===== config.mk =====
export PLATFORM = sky130hd
export DESIGN_NAME = dmem_arbiter_flat
export DESIGN_NICKNAME = d
export VERILOG_FILES = /design/src/rtl/dmem_arb_pkg.sv /design/src/rtl/dmem_arbiter_if.sv /design/src/rtl/rr_arb2.sv /design/src/rtl/dmem_arbiter.sv /design/src/flat_wrapper.sv
export SDC_FILE = /design/constraint.sdc
export NUM_CORES = 1
export LEC_CHECK = 0
export CORE_MARGIN = 3
export CORE_UTILIZATION = 35
export DETAILED_ROUTE_END_ITERATION = 10
export MAX_ROUTING_LAYER = met4
export PLACE_DENSITY = 0.75
export RECOVER_POWER = 25
export SLEW_MARGIN = 20
export SYNTH_ARGS = -nofsm -noshare
export SYNTH_HDL_FRONTEND = slang
export SYNTH_HIERARCHICAL = 1
export SYNTH_SLANG_ARGS = --single-unit

===== constraint.sdc =====
create_clock -name clk -period 5.65 [get_ports clk]
set_input_delay 0.8475 -clock clk [delete_from_list [all_inputs] [get_ports clk]]
set_output_delay 0.8475 -clock clk [all_outputs]
set_load 0.02 [all_outputs]

===== src/rtl/dmem_arb_pkg.sv =====
// Shared types for the data-memory arbiter: FSM states, port ids and the
// captured-request record.
package dmem_arb_pkg;

  localparam int HOLD_AW = 32;
  localparam int HOLD_DW = 32;

  typedef enum logic {
    IDLE   = 1'b0,
    ACCESS = 1'b1
  } state_t;

  localparam logic PORT_CPU  = 1'b0;
  localparam logic PORT_LOAD = 1'b1;

  typedef struct packed {
    logic               port;
    logic               we;
    logic               byte_op;
    logic [HOLD_AW-1:0] addr;
    logic [HOLD_DW-1:0] wdata;
  } hold_req_t;

  // Word accesses must sit on a 4-byte boundary; byte accesses never fault.
  function automatic logic is_misaligned(input logic byte_op, input logic [1:0] addr_lsb);
    return ~byte_op & (addr_lsb != 2'b00);
  endfunction

endpackage


===== src/rtl/dmem_arbiter_if.sv =====
// Requester, response and memory-side signals of the data-memory arbiter.
interface dmem_arbiter_if #(
  parameter int ADDRESS_WIDTH = 32,
  parameter int DATA_WIDTH    = 32
);
  logic [1:0]               req_valid;
  logic [1:0]               req_ready;
  logic [1:0]               req_we;
  logic [1:0]               req_byte;
  logic                     req_lock;
  logic [ADDRESS_WIDTH-1:0] req_addr0;
  logic [ADDRESS_WIDTH-1:0] req_addr1;
  logic [DATA_WIDTH-1:0]    req_wdata0;
  logic [DATA_WIDTH-1:0]    req_wdata1;
  logic [1:0]               rsp_valid;
  logic                     rsp_err;
  logic [DATA_WIDTH-1:0]    rsp_rdata;
  logic                     mem_we;
  logic                     mem_byteop;
  logic [ADDRESS_WIDTH-1:0] mem_addr;
  logic [DATA_WIDTH-1:0]    mem_wdata;
  logic [DATA_WIDTH-1:0]    mem_rdata;

  modport slave (
    input  req_valid, req_we, req_byte, req_lock, req_addr0, req_addr1,
           req_wdata0, req_wdata1, mem_rdata,
    output req_ready, rsp_valid, rsp_err, rsp_rdata,
           mem_we, mem_byteop, mem_addr, mem_wdata
  );

  modport master (
    output req_valid, req_we, req_byte, req_lock, req_addr0, req_addr1,
           req_wdata0, req_wdata1, mem_rdata,
    input  req_ready, rsp_valid, rsp_err, rsp_rdata,
           mem_we, mem_byteop, mem_addr, mem_wdata
  );
endinterface


===== src/rtl/rr_arb2.sv =====
// Two-way round-robin grant with a bounded burst lock for the loader port.
module rr_arb2
  import dmem_arb_pkg::*;
#(
  parameter int LOCK_MAX = 8
) (
  input  logic       clk,
  input  logic       rst,
  input  logic [1:0] i_valid,
  input  logic       i_lock,
  input  logic       i_accept,
  output logic [1:0] o_grant
);
  localparam int CW = $clog2(LOCK_MAX + 1);

  logic          r_last_grant;
  logic [CW-1:0] r_lock_cnt;
  logic          w_locked;

  assign w_locked = i_lock & r_last_grant & (r_lock_cnt < CW'(LOCK_MAX));

  always_comb begin
    o_grant = 2'b00;
    if (i_accept) begin
      unique case (i_valid)
        2'b01:   o_grant[PORT_CPU]  = 1'b1;
        2'b10:   o_grant[PORT_LOAD] = 1'b1;
        2'b11: begin
          if (w_locked) o_grant[PORT_LOAD]     = 1'b1;
          else          o_grant[~r_last_grant] = 1'b1;
        end
        default: o_grant = 2'b00;
      endcase
    end
  end

  // The counter saturates so a lone locked loader keeps being served.
  always_ff @(posedge clk) begin
    if (rst) begin
      r_last_grant <= 1'b1;
      r_lock_cnt   <= '0;
    end else if (|o_grant) begin
      r_last_grant <= o_grant[PORT_LOAD];
      if (o_grant[PORT_LOAD] & i_lock) begin
        if (r_lock_cnt != CW'(LOCK_MAX)) r_lock_cnt <= r_lock_cnt + CW'(1);
      end else begin
        r_lock_cnt <= '0;
      end
    end
  end

endmodule


===== src/rtl/dmem_arbiter.sv =====
// Shares one byte-addressed data memory between the CPU LSU (port 0) and the
// loader/DMA (port 1): accept, one memory cycle, then a registered response.
module dmem_arbiter
  import dmem_arb_pkg::*;
#(
  parameter int ADDRESS_WIDTH = 32,
  parameter int DATA_WIDTH    = 32,
  parameter int LOCK_MAX      = 8
) (
  input  logic           clk,
  input  logic           rst,
  dmem_arbiter_if.slave  bus
);
  state_t                r_state;
  state_t                w_state_next;
  hold_req_t             r_hold;
  logic [1:0]            w_grant;
  logic                  w_accept;
  logic                  w_sel_load;
  logic                  w_misaligned;
  logic                  w_in_access;
  logic [1:0]            r_rsp_valid;
  logic                  r_rsp_err;
  logic [DATA_WIDTH-1:0] r_rsp_rdata;

  assign w_accept    = (r_state == IDLE) & ~rst;
  assign w_in_access = (r_state == ACCESS);

  rr_arb2 #(.LOCK_MAX(LOCK_MAX)) u_rr_arb2 (
    .clk      (clk),
    .rst      (rst),
    .i_valid  (bus.req_valid),
    .i_lock   (bus.req_lock),
    .i_accept (w_accept),
    .o_grant  (w_grant)
  );

  assign bus.req_ready = w_grant;
  assign w_sel_load    = w_grant[PORT_LOAD];

  always_comb begin
    w_state_next = r_state;
    unique case (r_state)
      IDLE:    if (|w_grant) w_state_next = ACCESS;
      ACCESS:  w_state_next = IDLE;
      default: w_state_next = IDLE;
    endcase
  end

  always_ff @(posedge clk) begin
    if (rst) r_state <= IDLE;
    else     r_state <= w_state_next;
  end

  always_ff @(posedge clk) begin
    if (rst) begin
      r_hold <= '0;
    end else if (|w_grant) begin
      r_hold <= '{
        port:    w_sel_load,
        we:      bus.req_we[w_sel_load],
        byte_op: bus.req_byte[w_sel_load],
        addr:    HOLD_AW'(w_sel_load ? bus.req_addr1 : bus.req_addr0),
        wdata:   HOLD_DW'(w_sel_load ? bus.req_wdata1 : bus.req_wdata0)
      };
    end
  end

  assign w_misaligned = is_misaligned(r_hold.byte_op, r_hold.addr[1:0]);

  // Memory bus follows the holding register; only the write strobe is gated.
  assign bus.mem_we     = w_in_access & r_hold.we & ~w_misaligned & ~rst;
  assign bus.mem_byteop = r_hold.byte_op;
  assign bus.mem_addr   = ADDRESS_WIDTH'(r_hold.addr);
  assign bus.mem_wdata  = DATA_WIDTH'(r_hold.wdata);

  always_ff @(posedge clk) begin
    if (rst) begin
      r_rsp_valid <= 2'b00;
      r_rsp_err   <= 1'b0;
      r_rsp_rdata <= '0;
    end else begin
      r_rsp_valid <= 2'b00;
      if (w_in_access) begin
        r_rsp_valid[r_hold.port] <= 1'b1;
        r_rsp_err                <= w_misaligned;
        r_rsp_rdata              <= w_misaligned ? '0 : bus.mem_rdata;
      end
    end
  end

  assign bus.rsp_valid = r_rsp_valid;
  assign bus.rsp_err   = r_rsp_err;
  assign bus.rsp_rdata = r_rsp_rdata;

endmodule


===== src/flat_wrapper.sv =====
// flat-port wrapper written by rule: the top's interface ports become plain ports
module dmem_arbiter_flat import dmem_arb_pkg::*;
#(
  parameter int ADDRESS_WIDTH = 32,
  parameter int DATA_WIDTH    = 32,
  parameter int LOCK_MAX      = 8
)
  (clk, rst, bus_req_valid, bus_req_we, bus_req_byte, bus_req_lock, bus_req_addr0, bus_req_addr1, bus_req_wdata0, bus_req_wdata1, bus_mem_rdata, bus_req_ready, bus_rsp_valid, bus_rsp_err, bus_rsp_rdata, bus_mem_we, bus_mem_byteop, bus_mem_addr, bus_mem_wdata);
  dmem_arbiter_if #(.ADDRESS_WIDTH(ADDRESS_WIDTH), .DATA_WIDTH(DATA_WIDTH)) bus_i ();
  input  logic clk;
  input  logic rst;
  input wire logic [$bits(bus_i.req_valid)-1:0] bus_req_valid;
  input wire logic [$bits(bus_i.req_we)-1:0] bus_req_we;
  input wire logic [$bits(bus_i.req_byte)-1:0] bus_req_byte;
  input wire logic [$bits(bus_i.req_lock)-1:0] bus_req_lock;
  input wire logic [$bits(bus_i.req_addr0)-1:0] bus_req_addr0;
  input wire logic [$bits(bus_i.req_addr1)-1:0] bus_req_addr1;
  input wire logic [$bits(bus_i.req_wdata0)-1:0] bus_req_wdata0;
  input wire logic [$bits(bus_i.req_wdata1)-1:0] bus_req_wdata1;
  input wire logic [$bits(bus_i.mem_rdata)-1:0] bus_mem_rdata;
  output wire logic [$bits(bus_i.req_ready)-1:0] bus_req_ready;
  output wire logic [$bits(bus_i.rsp_valid)-1:0] bus_rsp_valid;
  output wire logic [$bits(bus_i.rsp_err)-1:0] bus_rsp_err;
  output wire logic [$bits(bus_i.rsp_rdata)-1:0] bus_rsp_rdata;
  output wire logic [$bits(bus_i.mem_we)-1:0] bus_mem_we;
  output wire logic [$bits(bus_i.mem_byteop)-1:0] bus_mem_byteop;
  output wire logic [$bits(bus_i.mem_addr)-1:0] bus_mem_addr;
  output wire logic [$bits(bus_i.mem_wdata)-1:0] bus_mem_wdata;
  assign bus_i.req_valid = bus_req_valid;
  assign bus_i.req_we = bus_req_we;
  assign bus_i.req_byte = bus_req_byte;
  assign bus_i.req_lock = bus_req_lock;
  assign bus_i.req_addr0 = bus_req_addr0;
  assign bus_i.req_addr1 = bus_req_addr1;
  assign bus_i.req_wdata0 = bus_req_wdata0;
  assign bus_i.req_wdata1 = bus_req_wdata1;
  assign bus_i.mem_rdata = bus_mem_rdata;
  assign bus_req_ready = bus_i.req_ready;
  assign bus_rsp_valid = bus_i.rsp_valid;
  assign bus_rsp_err = bus_i.rsp_err;
  assign bus_rsp_rdata = bus_i.rsp_rdata;
  assign bus_mem_we = bus_i.mem_we;
  assign bus_mem_byteop = bus_i.mem_byteop;
  assign bus_mem_addr = bus_i.mem_addr;
  assign bus_mem_wdata = bus_i.mem_wdata;
  dmem_arbiter #(.ADDRESS_WIDTH(ADDRESS_WIDTH), .DATA_WIDTH(DATA_WIDTH), .LOCK_MAX(LOCK_MAX)) u_core (.clk(clk), .rst(rst), .bus(bus_i));
endmodule

==> results of run 1 <==
per-layer routing:
metal  wire length, µm  track usage [%]  up-vias
li1                  -                -     2080
met1              6117            21.72     2039
met2              7760            32.77      186
met3               894            3.116       18
met4               198            6.877        0
met5                 0                -        -
placed cells by master, fill, tap and decap left out, types with 2 or more instances in the layout:
| master | instances |
|---|---|
| dlygate4sd3_1 | 17 |
| nand2_1 | 5 |
| clkdlybuf4s50_1 | 253 |
| clkbuf_16 | 9 |
| a211oi_1 | 65 |
| nor2_1 | 3 |
| clkbuf_1 | 2 |
| nand4b_1 | 2 |
| ha_1 | 2 |
| inv_6 | 2 |
| a21oi_1 | 3 |
| a22o_1 | 2 |
| o21ai_0 | 4 |
| nand2b_1 | 6 |
| mux2i_1 | 66 |
| buf_4 | 4 |
| inv_8 | 3 |
| dfxtp_1 | 108 |
| nor2b_1 | 68 |
| inv_1 | 4 |
| a32o_1 | 32 |
logic make-up after synthesis:
logic type	after synthesis	synth area share, %
buf+inv	109	14.32
simple gates	88	10.67
flops	108	42.68
mux	67	13.26
fa+ha+maj	2	0.4939
compound gates	116	18.57
state kept, by name, indices dropped and copies added, names as in the netlist, 2 cells and up:
| signal | flops |
|---|---|
| u_core/bus.mem_addr | 32 |
| u_core/bus.mem_wdata | 32 |
| u_core/bus.rsp_rdata | 32 |
| u_core/u_rr_arb2/r_lock_cnt | 4 |
| u_core/bus.rsp_valid | 2 |
| u_core/r_hold | 2 |
through the flow:
| stage | worst slack [ns] | cells | hold slack, ns |
|---|---|---|---|
| 3_3_place_gp | 2.219 | 843 | 0.4173 |
| 6_report | 2.224 | 859 | 0.4442 |
| 5_1_grt | 2.062 | 859 | 0.4746 |
| 4_1_cts | 2.294 | 859 | 0.4448 |
| 2_1_floorplan | 2.776 | 490 | 0.4060 |
| 3_5_place_dp | 2.266 | 843 | 0.4338 |
power breakdown:
group          total, W  internal, W  leakage [nW]  switching (W)
sequential     0.000851     0.000817         0.886      0.0000333
combinational  0.000474     0.000262          1.67       0.000212
clock          0.000634     0.000317         0.149       0.000318
total           0.00196      0.00140          2.71       0.000563
synthesized netlist by cell type:
master	count
a211oi_1	65
a211oi_2	1
a21oi_1	4
a221o_2	1
a22o_1	2
a311oi_1	1
a31o_1	1
a31oi_1	2
a32o_1	32
and2_1	1
and3_1	1
buf_1	3
buf_12	1
buf_2	15
buf_4	69
buf_8	2
clkbuf_1	14
dfxtp_1	108
ha_1	2
inv_1	5
mux2_2	1
mux2i_1	66
nand2_1	5
nand2b_1	6
nand3_1	1
nand4b_1	1
nand4b_2	1
nor2_1	3
nor2_2	1
nor2b_1	68
o21a_1	1
o21ai_0	4
o21bai_1	1
o22ai_1	1
how the worst max path moves through the flow:
stage / start / end / slack, ns
6_report: rst / bus_mem_we / 2.22
5_1_grt: rst / bus_mem_we / 2.06
4_1_cts: rst / bus_mem_we / 2.29
3_5_place_dp: bus_req_lock / u_core/bus.mem_addr[27] / 2.27
3_3_place_gp: bus_req_valid[1] / u_core/bus.mem_addr[18] / 2.22
2_1_floorplan: rst / bus_req_ready[1] / 2.78
critical path, stage by stage:
cell and delay (ns):
clkbuf_1 0.11, buf_4 0.67, nor2b_1 0.14, and3_1 0.24, clkdlybuf4s50_1 0.55
area by class of cell:
class	count	area, µm²
multi-input combinational	273	2202
inverter	5	21.27
tap	180	225.2
fill	1217	6379
timing repair buffer	277	2751
sequential	108	2162
clock buffer	9	225.2
clock inverter	7	76.32
==> impl_metrics.toml, run 1 <==
[run_status]
outcome = "finished with violations"
failed_checks = "capacitance limit, slew limit"

[worst_setup_path]
worstPathRequired_ns = 4.80
reg2reg_from = "u_core/r_state"
arrival_ns = 2.58
critPathKind = "in -> out"
cp-start-kind = "primary input"
crit_fanout = 74
r2r_cells = 6
end_kind = "output port"
r2r_setup_slack_ns = 3.08
r2r-end = "u_core/bus.mem_addr[8]"

[detailed_routing]
drt-total-wl_um = 14970
ant_nets = 0
wl_per_cell_um = 17.43
vias = 4323
routed_via_density = 5.033
drtIter0Drc = 225
drc_errors = 0
drt_pre_antenna_iters = 4

[timing]
finalSetupTns_ns = 0
finalHoldViolations = 0
setup_violations = 0
fin_crit_sh_pct = 60.64
maxSlewViolCount = 34
tightest_slew_ns = 1.535
fin_crit_ns = 3.426
rsz0062_at_grt = "false"
slew_headroom_pct = -2.340
max_freq_mhz = 291.9
finalClockSkew_ns = 0.01151

[die]
die_h_um = 126.3
floorplan.initialDensity_pct = 36.08
ios = 272
coreArea_um2 = 14040
die_w_um = 126.3
rows = 43
dieArea_um2 = 15950

[placed_design]
place_area_um2 = 7372
hpwl_um = 10540
port_buffers = 271
gp_congestion = 0.7769

[worst_hold_path]
hp-class = "reg -> reg"
min-delay-start = "u_core/r_hold[66]"
whs_endpoint = "u_core/bus.rsp_valid[0]"
hold_path_depth = 1

[power]
power.total_w = 0.001959
power_density_nw_per_um2 = 255.6
leakagePower_nw = 2.710
ir_worst_vdd_uv = 122.2

[finish]
drive_above_1_share_pct = 4.271
utilization_pct = 54.58
diodes = 0
area_growth_pct = 51.27
design_area_um2 = 7664
fin_nets = 845

[logic_synthesis]
yosys_warnings = 6
synthCells = 490
synth.top_cell.area_share_pct = 42.68
ys_top_cells_by_area = "dfxtp_1 43%, mux2i_1 13%, buf_4 10%"
synthesis.area_um2 = 5066
yosys.area.top_type = "dfxtp_1"
yosysSeqAreaShare_pct = 42.68
ys_types = 34
ys_seq_elements = 108
synth_area_per_cell_um2 = 10.34
synth.net_count = 661

[cts]
post-cts-setup-buffer-count = 0
clock_path_buffers = 2
post_cts_resize_count = 0
ctsHoldBuffers = 0
cts_inserted_buffers = 9
cts.htree.levels = 3
clock_sinks = 108
insertion_delay_ns = 0.35
cts_tree = "built"
clockRootBuffer = "clkbuf_16"
clk_pin_slew_ns = 0.08

[global_route]
grt_pass1_wl_um = 23560
antenna_found_initial = 0
grt_overflow_total = 0
globalRouteTotalUtil_pct = 18.76
grt_pass1_vias = 4697
grt_max_degree = 75

[job]
drv_cap = 1
(Power assumes the default switching activity.)
==> run 2: changes to the inputs <==
Clock period 5.65 ns to 3.5 ns, I/O delays scaled along.
==> run 2 against run 1 <==
Net effect:
- the flow now finishes without violations
- flip-flop and latch count stayed put
- non-clock buffer count grew 2
- die area unchanged
- cell area increased by 0.87%
- clock power up 72%
==> impl_metrics.toml, run 2 (same netlist as run 1, synthesis figures left out) <==
[run_status]
outcome = "completed"

[cts]
clock_sinks = 108
insertion_delay_ns = 0.34
clock_path_buffers = 2
cts.htree.levels = 3
post-cts-setup-buffer-count = 0
cts_tree = "built"
clockRootBuffer = "clkbuf_16"
cts_inserted_buffers = 9
clk_pin_slew_ns = 0.08
ctsHoldBuffers = 0
post_cts_resize_count = 0

[timing]
fin_crit_sh_pct = 78.56
tightest_slew_ns = 1.482
timing.final.ws_setup_ns = 0.7505
finalHoldViolations = 0
setup_violations = 0
finalClockSkew_ns = 0.01078
fin_crit_ns = 2.750
rsz0062_at_grt = "false"
slew_headroom_pct = 1.230
max_freq_mhz = 363.7
maxSlewViolCount = 0
hold_ws_ns = 0.4404
finalSetupTns_ns = 0

[die]
coreArea_um2 = 14040
ios = 272
rows = 43
die_w_um = 126.3
dieArea_um2 = 15950
floorplan.initialDensity_pct = 36.08
die_h_um = 126.3

[placed_design]
dp_slack_ns = 0.6165
gp_congestion = 0.7703
port_buffers = 271
numPlacedInstances = 845
hpwl_um = 10640

[worst_hold_path]
hp-class = "reg -> reg"

[detailed_routing]
drtIter0Drc = 194
wl_per_cell_um = 17.02
routed_via_density = 4.974
drc_errors = 0
vias = 4283
ant_nets = 0
drt-total-wl_um = 14650
drt_pre_antenna_iters = 5

[global_route]
grt_pass1_wl_um = 23360
grt_pass1_vias = 4636
globalRouteTotalUtil_pct = 18.36
grt_max_degree = 69
grt_overflow_total = 0
antenna_found_initial = 0

[worst_setup_path]
cp-start-kind = "primary input"
critPathKind = "in -> out"
end_kind = "output port"
arrival_ns = 2.22
crit_fanout = 7
worstPathRequired_ns = 2.97

[power]
leakagePower_nw = 2.734
ir_worst_vdd_uv = 199.2
power_density_nw_per_um2 = 418.1

[finish]
diodes = 0
area_growth_pct = 52.58
drive_above_1_share_pct = 4.699
fill_cells = 1225
final_cells = 861
final_common_cell = "clkdlybuf4s50_1"
fin_nets = 847
most-common-layout-cells = "256 x clkdlybuf4s50_1, 108 x dfxtp_1, 68 x nor2b_1, 66 x mux2i_1, 65 x a211oi_1"

[job]
drv_cap = 0
## run 2: layout make-up
| class | instances | area (µm²) | share of cell area [%] |
|---|---|---|---|
| clock buffer | 9 | 225.2 | 2.914 |
| tap | 180 | 225.2 | 2.914 |
| multi-input combinational | 273 | 2208 | 28.57 |
| inverter | 5 | 18.77 | 0.2428 |
| clock inverter | 7 | 102.6 | 1.327 |
| sequential | 108 | 2162 | 27.97 |
| timing repair buffer | 279 | 2788 | 36.06 |
## run 2: where the power goes
part           total [W]  leakage, nW  internal, W  switching [W]
registers        0.00137        0.886      0.00132      0.0000525
logic           0.000769         1.69     0.000428       0.000341
clock network    0.00109        0.160     0.000584       0.000508
## run 2: worst paths after layout
path	to	slack [ns]	cells past startpoint	from
worst max register to register	u_core/bus.mem_wdata[18]	1.15	7	u_core/r_state
worst max-delay path	bus_req_ready[1]	0.75	4	bus_req_valid[1]
worst min-delay path	u_core/bus.rsp_valid[0]	0.44	1	u_core/r_hold[66]
worst min register to register	u_core/bus.rsp_valid[0]	0.44	1	u_core/r_hold[66]
## run 2: metrics by stage
stage	utilization [%]	total power [W]	area, µm²
2_1_floorplan	-	0.001839	5066
3_3_place_gp	52.77	0.002162	7410
3_5_place_dp	52.77	0.002177	7410
4_1_cts	55.10	0.003277	7737
5_1_grt	55.05	0.003374	7730
6_report	55.05	0.003232	7730
## run 2: layer usage
layer | track usage [%] | share of wire (%)
met2 | 31.86 | 51
met5 | - | 0
met1 | 21.74 | 42
met3 | 3.832 | 5.4
met4 | 4.795 | 1.6
## run 2: worst max-delay path, cell delays in order
cell	delay, ns
dlygate4sd3_1	0.71
nand2_1	0.16
a31oi_4	0.18
clkdlybuf4s50_1	0.64
==> run 3: changes to the inputs <==
Settings changed: PLACE_DENSITY 0.75 to 0.78.
Clock period 3.5 ns to 2.2 ns, I/O delays scaled along.
==> run 3 against run 2 <==
Net effect:
- die area stayed put
- hold slack worse by 0.011 ns
- utilization is 0.55 points higher
- non-clock buffer count is 10 higher
- first-iteration DRC count is 12% lower
- critical path type is now reg -> out
- largest power group unchanged
- sequential power is 59% higher
==> impl_metrics.toml, run 3 (same netlist as run 1, synthesis figures left out) <==
[cts]
post-cts-setup-buffer-count = 0
cts_tree = "built"
clock_sinks = 108
cts_inserted_buffers = 9
insertion_delay_ns = 0.34
clk_pin_slew_ns = 0.07
clock_path_buffers = 2
cts.htree.levels = 3
clockRootBuffer = "clkbuf_16"

[finish]
fin_nets = 857
design_area_um2 = 7807
drive_above_1_share_pct = 6.223
diodes = 0
most-common-layout-cells = "252 x clkdlybuf4s50_1, 108 x dfxtp_1, 67 x nor2b_1, 66 x mux2i_1, 65 x a211oi_1"
area_growth_pct = 54.11
final_common_cell = "clkdlybuf4s50_1"

[timing]
finalClockSkew_ns = 0.008983
maxSlewViolCount = 0
max_freq_mhz = 488.8
fin_crit_sh_pct = 93.00
hold_ws_ns = 0.4291
finalHoldViolations = 0
tightest_slew_ns = 1.468
fin_crit_ns = 2.046
slew_headroom_pct = 2.107
rsz0062_at_grt = "false"
finalSetupTns_ns = 0
setup_violations = 0
timing.final.ws_setup_ns = 0.1541

[detailed_routing]
drc_errors = 0
drt_pre_antenna_iters = 4
wl_per_cell_um = 17.20
vias = 4429
drtIter0Drc = 170
routed_via_density = 5.085
drt-total-wl_um = 14980
ant_nets = 0

[power]
p_clk_share_pct = 33.1
switching_power_w = 0.001418
power.total_w = 0.005127
seqPwrFrac_pct = 42.6
power_density_nw_per_um2 = 656.7
p_int_w = 0.003709
ir_worst_vdd_uv = 550.7
swShare_pct = 27.66
leakagePower_nw = 2.806
p_comb_share_pct = 24.4

[worst_setup_path]
worstPathRequired_ns = 1.87
crit_slowest_cell = "clkdlybuf4s50_1"
arrival_ns = 1.72
crit_fanout = 3
crit_chain = "o21bai_2 > and3_1 > clkdlybuf4s50_1"
r2r_cells = 7
reg2reg_from = "u_core/u_rr_arb2/r_lock_cnt[3]"
critPathCapture = "bus_mem_we"
r2r_setup_slack_ns = 0.28
r2r-end = "u_core/bus.mem_wdata[17]"
startpoint = "u_core/bus.mem_addr[0]"
cp-start-kind = "flop"
cpPeakStageDelay_ns = 0.64
end_kind = "output port"
critPathKind = "reg -> out"

[global_route]
antenna_found_initial = 0
grt_pass1_vias = 4718
grt_pass1_wl_um = 23540
grt_max_degree = 45
globalRouteTotalUtil_pct = 18.46
grt_overflow_total = 0

[job]
drv_cap = 0

[die]
ios = 272
dieArea_um2 = 15950
coreArea_um2 = 14040
die_w_um = 126.3
rows = 43
floorplan.initialDensity_pct = 36.08
die_h_um = 126.3

[placed_design]
gp_congestion = 0.8267
dp_slack_ns = 0.03691
hpwl_um = 11000
place_area_um2 = 7510
port_buffers = 271

[worst_hold_path]
hp-class = "reg -> reg"
hold_path_depth = 1

[run_status]
outcome = "completed"
-- run 3: stage by stage --
stage	utilization, %	cells
3_3_place_gp	53.48	855
3_5_place_dp	53.48	855
5_1_grt	55.60	871
4_1_cts	55.67	871
6_report	55.60	871
2_1_floorplan	-	490
-- run 3: worst min path at each step --
stage / from / end / slack [ns]
CTS: u_core/r_hold[66] / u_core/bus.rsp_valid[0] / 0.43
global placement: u_core/r_hold[66] / u_core/bus.rsp_valid[0] / 0.41
finish: u_core/r_hold[66] / u_core/bus.rsp_valid[0] / 0.43
global route: u_core/r_hold[66] / u_core/bus.rsp_valid[0] / 0.45
detailed placement: u_core/r_hold[66] / u_core/bus.rsp_valid[0] / 0.42
floorplan: u_core/r_hold[66] / u_core/bus.rsp_valid[0] / 0.41
-- run 3: layout make-up --
| cell class | count | area, µm² |
|---|---|---|
| fill | 1195 | 6235 |
| timing repair buffer | 289 | 2880 |
| multi-input combinational | 273 | 2211 |
| sequential | 108 | 2162 |
| clock buffer | 9 | 225.2 |
| tap | 180 | 225.2 |
| clock inverter | 7 | 85.08 |
| inverter | 5 | 18.77 |
-- run 3: power by group through the flow --
stage / Sequential, W / Clock [W] / Combinational, W
finish: 0.00218 / 0.00170 / 0.00125
global route: 0.00220 / 0.00181 / 0.00132
CTS: 0.00218 / 0.00174 / 0.00126
detailed placement: 0.00223 / 0 / 0.00126
global placement: 0.00222 / 0 / 0.00124
floorplan: 0.00224 / 0 / 0.000687
-- run 3: what timing repair did --
action	4_1_cts	5_1_grt
hold buffers	0	0
endpoints found under the setup margin	2	0
resized for setup	2	0
-- run 3: worst max-delay path, delay by kind of cell, from the launching register on --
family | cells | cell delay (ns)
DFF | 1 | 0.34
AOI/OAI and AO/OA | 1 | 0.21
buffers and inverters | 1 | 0.64
and+or+nand+nor | 1 | 0.18
-- run 3: layer usage --
layer | part of all wire, % | global-route usage, % | vias to the layer above
met2 | 50 | 32.08 | 185
met1 | 42 | 21.73 | 2114
li1 | - | - | 2109
met3 | 5.8 | 3.326 | 21
met4 | 2.0 | 5.804 | 0
met5 | 0 | - | -
